<file path="src/rtl/imm_gen_stage.sv">
// imm_gen_stage: decodes instruction immediates into a 2-entry in-order FIFO carrying tag and illegal flag
module imm_gen_stage #(
  parameter int XLEN = 32,
  parameter int TAGW = 8
) (
  input  logic            clk,
  input  logic            reset,
  input  logic            in_valid,
  output logic            in_ready,
  input  logic [24:0]     in_instr_31_7,
  input  logic [2:0]      in_immsrc,
  input  logic [TAGW-1:0] in_tag,
  input  logic            flush,
  output logic            out_valid,
  input  logic            out_ready,
  output logic [XLEN-1:0] out_immext,
  output logic [TAGW-1:0] out_tag,
  output logic            out_illegal
);
  localparam int W = XLEN + TAGW + 1;
  logic [31:7] ins;
  logic [XLEN-1:0] imm;
  logic [W-1:0] ent, head, tail;
  logic [1:0] count;
  logic push, pop;
  assign ins = in_instr_31_7;
  always_comb begin
    imm = in_immsrc == 3'd0 ? XLEN'($signed(ins[31:20])) :
          in_immsrc == 3'd1 ? XLEN'($signed({ins[31:25], ins[11:7]})) :
          in_immsrc == 3'd2 ? XLEN'($signed({ins[31], ins[7], ins[30:25], ins[11:8], 1'b0})) :
          in_immsrc == 3'd3 ? XLEN'($signed({ins[31], ins[19:12], ins[20], ins[30:21], 1'b0})) :
          in_immsrc == 3'd4 ? XLEN'($signed({ins[31:12], 12'b0})) :
          in_immsrc == 3'd5 ? (XLEN == 64 ? XLEN'(ins[25:20]) : XLEN'(ins[24:20])) :
          in_immsrc == 3'd6 ? XLEN'(ins[19:15]) : '0;
  end
  assign ent = {imm, in_tag, in_immsrc == 3'd7};
  assign in_ready = count != 2'd2;
  assign out_valid = count != 2'd0;
  assign push = in_valid && in_ready && !flush;
  assign pop = out_valid && out_ready;
  assign {out_immext, out_tag, out_illegal} = out_valid ? head : '0;
  always_ff @(posedge clk or posedge reset) begin
    if (reset) begin
      count <= '0;
      head <= '0;
      tail <= '0;
    end else if (flush) begin
      count <= '0;
    end else begin
      count <= count + 2'(push) - 2'(pop);
      if (pop || count == 2'd0) head <= count == 2'd2 ? tail : ent;
      if (push && (count == 2'd2) == pop) tail <= ent;
    end
  end
endmodule

</file>
<file path="config.mk">
export PLATFORM = sky130hd
export DESIGN_NAME = imm_gen_stage
export DESIGN_NICKNAME = d
export VERILOG_FILES = /design/src/rtl/imm_gen_stage.sv
export SDC_FILE = /design/constraint.sdc
export NUM_CORES = 1
export LEC_CHECK = 0
export CAP_MARGIN = 20
export CORE_ASPECT_RATIO = 0.75
export CORE_UTILIZATION = 33
export DETAILED_ROUTE_END_ITERATION = 7
export MAX_ROUTING_LAYER = met4
export PLACE_DENSITY = 0.53
export SLEW_MARGIN = 25
export SYNTH_ARGS = -nofsm -noshare
export SYNTH_HDL_FRONTEND = slang
export SYNTH_SLANG_ARGS = --single-unit
</file>
<file path="constraint.sdc">
create_clock -name clk -period 3.35 [get_ports clk]
set_clock_uncertainty 0.1 [all_clocks]
set_input_delay 0.8375 -clock clk [delete_from_list [all_inputs] [get_ports clk]]
set_output_delay 0.8375 -clock clk [all_outputs]
set_load 0.005 [all_outputs]
</file>
# Word level (Yosys, flattened, before mapping)
# Index checks and enable logic that the tools add are counted.
[totals]
ff_bits = 84
in_bits = 41
[classes]
n_addsub = 2
n_eq_ne = 10
mux = 10
bitwise_logic = 1
reduce_logical = 11
[op_table]
columns = ["operator", "count"]
rows = [
  ["$mux 32", 5],
  ["$mux 41", 2],
  ["$eq 3x3->1 const B", 4],
  ["$mux 5", 2],
  ["$eq 3x2->1 const B", 2],
  ["$logic_and 1x1->1", 4],
  ["$reduce_and 2->1", 2],
  ["$eq 3x1->1 const B", 1],
  ["$logic_not 3->1", 1],
  ["$add 2x1->2", 1],
  ["$eq 2x2->1 const B", 1],
  ["$logic_not 2->1", 1],
  ["$mux 2", 1],
  ["$ne 2x2->1 const B", 1],
  ["$reduce_bool 2->1", 1],
  ["$sub 2x1->2", 1],
  ["$eq 1x1->1", 1],
  ["$logic_not 1->1", 1],
  ["$logic_or 1x1->1", 1],
  ["$not 1->1", 1],
]

# Depth between registers and ports, before layout
# Gate-level depths: netlist (run 1).
[depth]
ltp_word = 9
depth_mapped = 10
depth_no_buf = 9

# Worst setup path after synthesis (run 1)
# No wires, ideal clock.
[synth_timing]
kind = "register to register"
startpoint = "register count[1]"
endpoint = "register count[1]"
setup_ns = 0.119
arrival_ns = 1.869
setup_slack_ns = 1.263
path_stages_with_launch = 11
path_buffers = 1
cell_sequence = "dfrtp_1 > nor2b_2 > inv_2 > buf_1 > nand3b_1 > ha_1 > inv_1 > ha_1 > xor2_1 > xnor2_1 > nor2_1"
[synth_via]
elab_chain_cells = 6
[synth_lines]
columns = ["element", "line_no", "source"]
rows = [
  ["from (decl)", "24", "logic [1:0] count;"],
  ["from (signal assigned)", "50", "count <= count + 2'(push) - 2'(pop);"],
  ["$ne 2x2->1", "37", "assign in_ready = count != 2'd2;"],
  ["via in_ready", "9", "output logic in_ready,"],
  ["$logic_and 1x1->1 (2 in series)", "39", "assign push = in_valid && in_ready && !flush;"],
  ["$add 2x1->2", "50", ""],
  ["$sub 2x1->2", "50", ""],
  ["$mux 2", "47", "end else if (flush) begin"],
]
# The timed path passes the listed nets, and every way through them passes these cells.
# A chain may end at the register's enable or synchronous reset.

# Worst setup path after layout (run 1)
[layout_timing]
startpoint = "register count[0]"
endpoint = "output port out_immext[19]"
[layout_via]
elab_chain_cells = 2
[layout_lines]
columns = ["element", "line_no", "source"]
rows = [
  ["$reduce_bool 2->1", "38", "assign out_valid = count != 2'd0;"],
  ["$mux 41", "41", "assign {out_immext, out_tag, out_illegal} = out_valid ? head : '0;"],
  ["to (decl)", "16", "output logic [XLEN-1:0] out_immext,"],
]
# Every way passes these cells.

==> metrics.csv, run 1 <==
metric,value,unit
number of DRC violations after detailed-routing iteration 0,160,
clock input transition at the sequential cells of the worst setup and hold paths,60,ps
sinks on the clock net,84,
global router's overall resource usage,18.4,%
series of cell instances along the critical path,or2_1 -> buf_4 -> and2_1 -> clkdlybuf4s50_1,
Max Fanout on Critical Path,26,
number of placed I/O pins,84,
total CTS buffers,9,
detail-routed net length per standard cell,15.9,µm
Die Span X,137,µm
"most common cell after layout, fill and taps aside",sky130_fd_sc_hd__dfrtp_1,
wire length of the first global-routing pass,18700,µm
global route total overflow,0,
Placer Congestion,0.844,
slew of the pin with the lowest slew margin,904,ps
worst vdd rail ir drop,0.288,mV
total via count after detailed routing,3597,
synth unique cells,40,
leakage power total,2.44,nW
maximum clock insertion buffer count,2,
via density per instance,4.91,
number of antenna violations at the first check in global routing,0,
"commonest cells after routing, fill and taps aside","84 x sky130_fd_sc_hd__dfrtp_1, 83 x sky130_fd_sc_hd__clkdlybuf4s50_1, 72 x sky130_fd_sc_hd__nand2_1",
netlist area before placement,4480,µm²
"Arr. time, crit path",1880,ps
Root Driver,sky130_fd_sc_hd__clkbuf_16,
DP Wirelength,8200,µm
DRT Wirelength,11600,µm
category of the worst setup path capture point,primary output,
Final Hold Violating Endpoints,0,
worst setup slack for register-to-register paths,1100,ps
effective utilization at floorplan,34.2,%
Hold Crit Endpoint,head[14],
H-tree levels,3,
"Data required, critical path",2410,ps
startpoint type of the worst setup path,flip-flop,
tightest slew margin relative to the limit,39.6,%
die footprint,14000,µm²
number of fillers in the final layout,1293,
Pins Over Slew Limit,0,
launch instance of the worst min-delay path,head[14],
async set-reset flop share out of synthesis,100,%
Post-synth EDFFs,0,
pin count of the biggest net entering global routing,65,
timing-limited maximum frequency,355,MHz
detailed-router iteration count before antenna repair,5,
# port buffers,83,
share of cells above drive strength 1,12.7,%
cts repair resizes,0,
"slowest stage delay, CP",450,ps
Post-CTS Hold Fix Bufs,0,
standard-cell row count,36,
number of inserted diodes,0,
setup repair bufs after CTS,0,
leading post-synthesis cells by cell area,"sky130_fd_sc_hd__dfrtp_1 47%, sky130_fd_sc_hd__nand2_1 6.0%, sky130_fd_sc_hd__and2_1 5.9%, sky130_fd_sc_hd__a21oi_1 5.4%, sky130_fd_sc_hd__o21ai_0 4.4%",
part of the cycle the worst path needs,84.1,%
CTS tree,yes,
areal power density over the cells,727,nW/µm²
share of the synthesized area in the top cell type,46.9,%
run status,finished clean,
"slowest stage cell, crit path",sky130_fd_sc_hd__clkdlybuf4s50_1,
post-synthesis register bit count,84,
count of mapped cells out of synthesis,486,
share of synthesized area occupied by flip-flops and latches,46.9,%
number of global-route vias before repair,3533,
DR DRC count,0,
Final Critical Period,2820,ps
die span in y,103,µm
core region area,13100,µm²
Synth Warn #,0,
Critical Setup Path Class,flip-flop to primary output,
smallest hold slack,376,ps
unrepaired setup endpoints after global routing,false,
end of the worst register-to-register path,tail[20],
Worst R2R Path Depth,7,
number of endpoints failing setup at the final stage,0,
clock insertion delay at the later pin of the skew report,340,ps
hold path cells,2,
count of maximum capacitance violations,0,
worst reg2reg path startpoint,count[1],
Worst Hold Class,flip-flop to flip-flop,
Yosys top cell by area,sky130_fd_sc_hd__dfrtp_1,
relative area change from synthesis to final layout,27.7,%
TNS Setup,0,ps
Avg Inst Size Synth,9.21,µm²
net count reported at finish,599,
prevailing post-synth register cell,sky130_fd_sc_hd__dfrtp_1,
residual antenna-violating net count after detailed routing,0,
number of nets produced by synthesis,529,
-- stage by stage --
stage | util [%] | std cells | instance area, µm² | total power, W | worst slack (ps)
after floorplan | - | 486 | 4480 | 0.00256 | 247
after global placement | 41.5 | 716 | 5440 | 0.00321 | 531
after detailed placement | 41.5 | 716 | 5440 | 0.00326 | 472
after CTS | 43.6 | 732 | 5720 | 0.00422 | 500
after global routing | 43.6 | 732 | 5720 | 0.00446 | 419
final | 43.6 | 732 | 5720 | 0.00415 | 532
-- layer usage --
| metal | wire, µm | up-vias | global-route usage (%) |
|---|---|---|---|
| met2 | 5040 | 80 | 26.8 |
| met5 | 0 | - | - |
| met1 | 5950 | 1733 | 25.6 |
| li1 | - | 1782 | - |
| met4 | 39 | 0 | 5.13 |
| met3 | 582 | 2 | 3.83 |
-- worst max path at each step --
stage | start | end
floorplan | reset | count[0]
global placement | in_instr_31_7[24] | head[29]
detailed placement | in_instr_31_7[24] | head[30]
CTS | count[0] | out_immext[19]
global route | count[0] | out_tag[4]
finish | count[0] | out_immext[19]
-- critical path, delay by kind of cell, from the launching register on --
kind	cells	cell delay, ps
simple gates	2	440
flops	1	420
buf+inv	2	680
-- state kept, by name, summed over array words and instances, names as in the netlist --
name,cells
count,2
head,41
tail,41
-- power by group --
group / leakage (nW) / switching (W) / internal (W)
sequential: 1.06 / 0.000204 / 0.00140
clock: 0.136 / 0.000395 / 0.000543
combinational: 1.25 / 0.000784 / 0.000831
total: 2.44 / 0.00138 / 0.00277
-- synthesized netlist by cell type (2+ instances only) --
cell type / instances
sky130_fd_sc_hd__dfrtp_1: 84
sky130_fd_sc_hd__nand2_1: 72
sky130_fd_sc_hd__a21oi_1: 48
sky130_fd_sc_hd__and2_1: 42
sky130_fd_sc_hd__o21ai_0: 39
sky130_fd_sc_hd__nor2_1: 38
sky130_fd_sc_hd__nand3_1: 23
sky130_fd_sc_hd__mux2_2: 17
sky130_fd_sc_hd__clkbuf_1: 16
sky130_fd_sc_hd__buf_2: 15
sky130_fd_sc_hd__o211ai_2: 10
sky130_fd_sc_hd__a31oi_1: 9
sky130_fd_sc_hd__nand3b_1: 9
sky130_fd_sc_hd__nand2b_1: 8
sky130_fd_sc_hd__buf_6: 6
sky130_fd_sc_hd__mux2_4: 6
sky130_fd_sc_hd__mux2i_1: 6
sky130_fd_sc_hd__a22oi_1: 4
sky130_fd_sc_hd__nor2b_1: 4
sky130_fd_sc_hd__buf_1: 3
sky130_fd_sc_hd__inv_1: 3
sky130_fd_sc_hd__o211ai_1: 3
sky130_fd_sc_hd__a2111oi_0: 2
sky130_fd_sc_hd__a21o_1: 2
sky130_fd_sc_hd__ha_1: 2
-- cell type report --
class / count / area, µm² / area share (%)
Multi-Input combinational cell: 356 / 2120 / 37.2
Sequential cell: 84 / 2100 / 36.8
Timing Repair Buffer: 101 / 978 / 17.1
Clock buffer: 13 / 260 / 4.55
Tap cell: 171 / 214 / 3.74
Clock inverter: 3 / 21.3 / 0.372
Inverter: 4 / 16.3 / 0.285
-- logic make-up (layout without fill, tap and decap cells) --
| family | count (synthesis) | in the layout | synth area share (%) |
|---|---|---|---|
| AOI/OAI and AO/OA | 120 | 120 | 16.3 |
| xor gates and xnor gates | 3 | 3 | 1.01 |
| adders and majority gates | 2 | 2 | 0.559 |
| buffers and inverters | 46 | 121 | 5.62 |
| DFF | 84 | 84 | 46.9 |
| muxes | 29 | 29 | 7.63 |
| and+or+nand+nor | 202 | 202 | 21.9 |
Note: power is estimated with default switching activity, not from simulation.
==> run 2: changes to the inputs <==
==> constraint.sdc (replaced) <==
create_clock -name clk -period 2.6 [get_ports clk]
set_clock_uncertainty 0.1 [all_clocks]
set_input_delay 0.65 -clock clk [delete_from_list [all_inputs] [get_ports clk]]
set_output_delay 0.65 -clock clk [all_outputs]
set_load 0.005 [all_outputs]
==> metrics.csv, run 2 (synthesis gave the netlist of run 1 again) <==
metric,value,unit,change
Post-Place Worst Slack,47.2,ps,-425 ps
CTS tree,yes,,
smallest hold slack,372,ps,-3.81 ps
"most common cell after layout, fill and taps aside",sky130_fd_sc_hd__dfrtp_1,,
post-layout worst setup margin,54.2,ps,-478 ps
Post-CTS Hold Fix Bufs,0,,unchanged
part of the cycle the worst path needs,97.9,%,
global router's overall resource usage,18.8,%,+0.48 points
TNS Setup,0,ps,unchanged
Final Hold Violating Endpoints,0,,unchanged
sinks on the clock net,84,,unchanged
Pins Over Slew Limit,0,,unchanged
tightest slew margin relative to the limit,39.4,%,-0.21 points
number of endpoints failing setup at the final stage,0,,unchanged
"Data required, critical path",1850,ps,-560 ps
total via count after detailed routing,3716,,+3.3%
die footprint,14000,µm²,unchanged
category of the worst setup path capture point,primary output,,
share of cells above drive strength 1,13.8,%,+1.1 points
number of global-route vias before repair,3546,,+0.37%
global route total overflow,0,,unchanged
detailed-router iteration count before antenna repair,5,,unchanged
number of DRC violations after detailed-routing iteration 0,219,,+37%
total CTS buffers,9,,unchanged
H-tree levels,3,,unchanged
standard-cell row count,36,,unchanged
areal power density over the cells,940,nW/µm²,+29%
DP Wirelength,8430,µm,+2.8%
worst setup slack for register-to-register paths,540,ps,-560 ps
sequential cell area,2100,µm²,unchanged
clock input transition at the sequential cells of the worst setup and hold paths,60,ps,about the same
number of placed I/O pins,84,,unchanged
Max Fanout on Critical Path,26,,unchanged
detail-routed net length per standard cell,16.1,µm,+1.4%
die span in y,103,µm,unchanged
maximum clock insertion buffer count,2,,unchanged
worst vdd rail ir drop,0.419,mV,+45%
wire length of the first global-routing pass,19300,µm,+3.2%
number of fillers in the final layout,1237,,-4.3%
net count reported at finish,605,,+1.0%
Final Critical Period,2550,ps,
Placer Congestion,0.793,,-6.0%
number of inserted diodes,0,,unchanged
Die Span X,137,µm,unchanged
slew of the pin with the lowest slew margin,907,ps,+3.15 ps
run status,finished clean,,
leakage power total,2.68,nW,+10%
Worst Hold Class,flip-flop to flip-flop,,
pin count of the biggest net entering global routing,39,,-40%
timing-limited maximum frequency,393,MHz,
unrepaired setup endpoints after global routing,true,,
registers with the most flip-flops,"head (41), tail (41), count (2)",,
# port buffers,83,,unchanged
Critical Setup Path Class,flip-flop to primary output,,
residual antenna-violating net count after detailed routing,0,,unchanged
startpoint type of the worst setup path,flip-flop,,
clock insertion delay at the later pin of the skew report,330,ps,about the same
DR DRC count,0,,unchanged
DRT Wirelength,11900,µm,+2.2%
combined area of the multi-input logic cells,2130,µm²,+0.12%
"Arr. time, crit path",1800,ps,-80 ps
"commonest cells after routing, fill and taps aside","84 x sky130_fd_sc_hd__dfrtp_1, 72 x sky130_fd_sc_hd__nand2_1, 72 x sky130_fd_sc_hd__clkdlybuf4s50_1",,
relative area change from synthesis to final layout,31.0,%,
number of antenna violations at the first check in global routing,0,,unchanged
Root Driver,sky130_fd_sc_hd__clkbuf_16,,
via density per instance,5.04,,+2.5%
count of maximum capacitance violations,0,,unchanged
effective utilization at floorplan,34.2,%,unchanged
core region area,13100,µm²,unchanged
"Core Util, Final",44.7,%,+1.1 points
run 2: cell types whose count changed in the layout (fill, tap and decap cells not counted), sizes merged:
cell | previous run | this run
bufinv | 0 | 1
dlymetal6s2s | 0 | 11
buf | 18 | 24
clkdlybuf4s50 | 83 | 72
clkbuf | 13 | 12
run 2: layout make-up:
type / instances / share of cell area [%]
clock buffers: 12 / 4.20
flip-flops and latches: 84 / 35.8
well taps: 171 / 3.65
repair buffers: 107 / 18.9
inverters: 4 / 0.320
clock inverters: 4 / 0.832
multi-input cells: 356 / 36.3
run 2: timing repair:
| action | CTS | global route |
|---|---|---|
| gates resized for setup | 1 | 16 |
| endpoints found under the setup margin | 25 | 41 |
| buffers inserted | 0 | 2 |
run 2: final timing paths:
check                          from       endpoint  cells after the start
setup / recovery           count[1]  out_immext[1]                      4
hold reg to reg            head[15]       head[15]                      2
hold / removal             head[15]       head[15]                      2
setup reg to reg           count[1]       count[1]                      9
max in group asynchronous     reset       head[13]                      3
min in group asynchronous     reset        head[9]                      2
run 2: critical path, cell delays in order (launching register included):
cell	delay, ps
sky130_fd_sc_hd__dfrtp_1	410
sky130_fd_sc_hd__or2_4	280
sky130_fd_sc_hd__buf_12	160
sky130_fd_sc_hd__and2_1	160
sky130_fd_sc_hd__clkdlybuf4s50_1	440
run 2: per-layer routing:
layer / GRT usage [%] / wire length (µm) / vias up / share of wire, %
met5: - / 0 / - / 0
met4: 4.10 / 98 / 0 / 0.83
met3: 3.64 / 607 / 12 / 5.1
met2: 27.1 / 5140 / 103 / 43
met1: 27.3 / 6030 / 1803 / 51
li1: - / - / 1798 / -
run 2: metrics by stage:
step	cell area [µm²]	power [W]	cells
global route	5870	0.00593	738
floorplan	4480	0.00330	486
CTS	5800	0.00552	736
detailed placement	5510	0.00422	720
global placement	5510	0.00416	720
finish	5870	0.00552	738
run 2: where the power goes:
group	switching, W	total (W)	internal [W]	leakage, nW
Sequential	0.000276	0.00207	0.00180	1.06
Clock	0.000510	0.00128	0.000770	0.147
Combinational	0.00103	0.00216	0.00114	1.48
==> run 3: changes to the inputs <==
--- a/config.mk
+++ b/config.mk
@@ -7,10 +7,11 @@
 export LEC_CHECK = 0
 export CAP_MARGIN = 20
 export CORE_ASPECT_RATIO = 0.75
-export CORE_UTILIZATION = 33
+export CORE_UTILIZATION = 35
+export CTS_CLUSTER_DIAMETER = 150
 export DETAILED_ROUTE_END_ITERATION = 7
 export MAX_ROUTING_LAYER = met4
-export PLACE_DENSITY = 0.53
+export PLACE_DENSITY = 0.58
 export SLEW_MARGIN = 25
 export SYNTH_ARGS = -nofsm -noshare
 export SYNTH_HDL_FRONTEND = slang
==> constraint.sdc (replaced) <==
create_clock -name clk -period 2.3 [get_ports clk]
set_clock_uncertainty 0.1 [all_clocks]
set_input_delay 0.575 -clock clk [delete_from_list [all_inputs] [get_ports clk]]
set_output_delay 0.575 -clock clk [all_outputs]
set_load 0.005 [all_outputs]
==> metrics.csv, run 3 (synthesis gave the netlist of run 1 again) <==
metric,value,unit,change
"Data required, critical path",1620,ps,-230 ps
Post-CTS Hold Fix Bufs,0,,unchanged
via density per instance,5.08,,+0.83%
Worst Hold Class,flip-flop to flip-flop,,
unrepaired setup endpoints after global routing,true,,
Final Hold Violating Endpoints,0,,unchanged
wire length of the first global-routing pass,19700,µm,+2.2%
number of inserted diodes,0,,unchanged
part of the cycle the worst path needs,98.1,%,
die footprint,13300,µm²,-5.6%
sinks on the clock net,84,,unchanged
worst setup slack for register-to-register paths,210,ps,-330 ps
Placer Congestion,0.851,,+7.3%
detail-routed net length per standard cell,16.2,µm,+0.83%
die span in y,100,µm,-2.8%
effective utilization at floorplan,36.1,%,+2.0 points
Die Span X,133,µm,-2.9%
residual antenna-violating net count after detailed routing,0,,unchanged
startpoint type of the worst setup path,flip-flop,,
Max Fanout on Critical Path,24,,-7.7%
tightest slew margin relative to the limit,36.6,%,-2.9 points
DP Wirelength,8410,µm,-0.20%
DRT Wirelength,12000,µm,+1.4%
Final Critical Period,2260,ps,
instance area after placement,5550,µm²,+0.89%
standard-cell row count,35,,-2.8%
number of fillers in the final layout,1165,,-5.8%
H-tree levels,3,,unchanged
share of cells above drive strength 1,15.6,%,+1.9 points
clock insertion delay at the later pin of the skew report,340,ps,about the same
global router's overall resource usage,20.0,%,+1.2 points
category of the worst setup path capture point,primary output,,
total CTS buffers,9,,unchanged
leakage power total,2.61,nW,-2.7%
number of antenna violations at the first check in global routing,1,,+1
relative area change from synthesis to final layout,31.7,%,
"Arr. time, crit path",1580,ps,-220 ps
run status,finished clean,,
pin count of the biggest net entering global routing,85,,+120%
"most common cell after layout, fill and taps aside",sky130_fd_sc_hd__dfrtp_1,,
count of maximum capacitance violations,0,,unchanged
hold path cells,2,,unchanged
"commonest cells after routing, fill and taps aside","84 x sky130_fd_sc_hd__dfrtp_1, 72 x sky130_fd_sc_hd__nand2_1, 48 x sky130_fd_sc_hd__a21oi_1",,
post-layout instance count excluding filler cells,742,,+0.54%
net count reported at finish,615,,+1.7%
areal power density over the cells,1050,nW/µm²,+11%
number of endpoints failing setup at the final stage,0,,unchanged
timing-limited maximum frequency,443,MHz,
CTS tree,yes,,
registers with the most flip-flops,"head (41), tail (41), count (2)",,
worst vdd rail ir drop,0.463,mV,+11%
worst reg2reg path startpoint,count[1],,
end of the worst register-to-register path,count[1],,
maximum clock insertion buffer count,2,,unchanged
number of DRC violations after detailed-routing iteration 0,201,,-8.2%
Root Driver,sky130_fd_sc_hd__clkbuf_16,,
Layout Cell Area excl Fill,5900,µm²,+0.51%
Cells after DPL,724,,+0.56%
Hold Crit Endpoint,head[17],,
clock input transition at the sequential cells of the worst setup and hold paths,70,ps,about the same
total via count after detailed routing,3767,,+1.4%
number of placed I/O pins,84,,unchanged
Worst R2R Path Depth,11,,+2
# port buffers,83,,unchanged
Critical Setup Path Class,flip-flop to primary output,,
core region area,12400,µm²,-5.5%
slew of the pin with the lowest slew margin,950,ps,+42.7 ps
detailed-router iteration count before antenna repair,4,,-1
number of global-route vias before repair,3705,,+4.5%
"Core Util, Final",47.6,%,+2.8 points
global route total overflow,0,,unchanged
Pins Over Slew Limit,0,,unchanged
DR DRC count,0,,unchanged
launch instance of the worst min-delay path,head[17],,
[run 3: changes by cell type in the layout (fill, tap and decap cells not counted), sizes merged]
| cell | change |
|---|---|
| buf | +10 |
| clkbuf | -1 |
| clkdlybuf4s15 | +35 |
| clkdlybuf4s50 | -32 |
| clkinv | -1 |
| clkinvlp | +1 |
| dlygate4sd2 | +6 |
| dlymetal6s2s | -9 |
[run 3: layer usage]
layer	GRT usage (%)	part of all wire, %	vias to the layer above
met4	5.13	1.1	0
li1	-	-	1830
met2	29.9	45	76
met1	28.2	51	1849
met3	3.48	3.4	12
met5	-	0	-
[run 3: final cells by class]
| cell class | count | area (µm²) | area share [%] |
|---|---|---|---|
| Timing Repair Buffer | 117 | 1150 | 19.4 |
| Clock inverter | 4 | 51.3 | 0.870 |
| Sequential cell | 84 | 2100 | 35.7 |
| Tap cell | 166 | 208 | 3.52 |
| Inverter | 4 | 21.3 | 0.361 |
| Clock buffer | 11 | 233 | 3.95 |
| Multi-Input combinational cell | 356 | 2130 | 36.2 |
[run 3: how the worst max path moves through the flow]
stage / startpoint / end / slack (ps) / cells after the start
6_report: count[0] / out_immext[21] / 40 / 4
5_1_grt: count[1] / out_immext[19] / -30 / 4
4_1_cts: count[1] / out_valid / 10 / 3
3_5_place_dp: in_instr_31_7[24] / head[29] / -170 / 5
3_3_place_gp: in_instr_31_7[24] / head[29] / -150 / 5
2_1_floorplan: count[1] / count[1] / 210 / 10
[run 3: metrics by stage]
stage                     setup TNS [ps]  hold slack [ps]  worst slack (ps)  power [W]
final                                  0              369              44.3    0.00617
after global routing                -104              391             -31.1    0.00663
after CTS                              0              377              9.76    0.00617
after detailed placement           -2410              363              -166    0.00480
after global placement             -1610              361              -146    0.00472
after floorplan                        0              342               213    0.00373
[run 3: repair_timing]
item	4_1_cts	5_1_grt
endpoints found under the setup margin	43	41
gates resized for setup	49	40
pin swaps	0	0
buffers inserted	3	0
[run 3: power by group]
part	leakage, nW	switching (W)	internal (W)
logic	1.42	0.00119	0.00124
clock network	0.136	0.000582	0.000836
registers	1.06	0.000302	0.00203
[run 3: worst max-delay path, cell delays in order, from the launching register on]
cell and delay [ps]:
sky130_fd_sc_hd__dfrtp_1 390, sky130_fd_sc_hd__or2_4 260, sky130_fd_sc_hd__buf_12 160, sky130_fd_sc_hd__and2_4 160, sky130_fd_sc_hd__dlygate4sd2_1 260
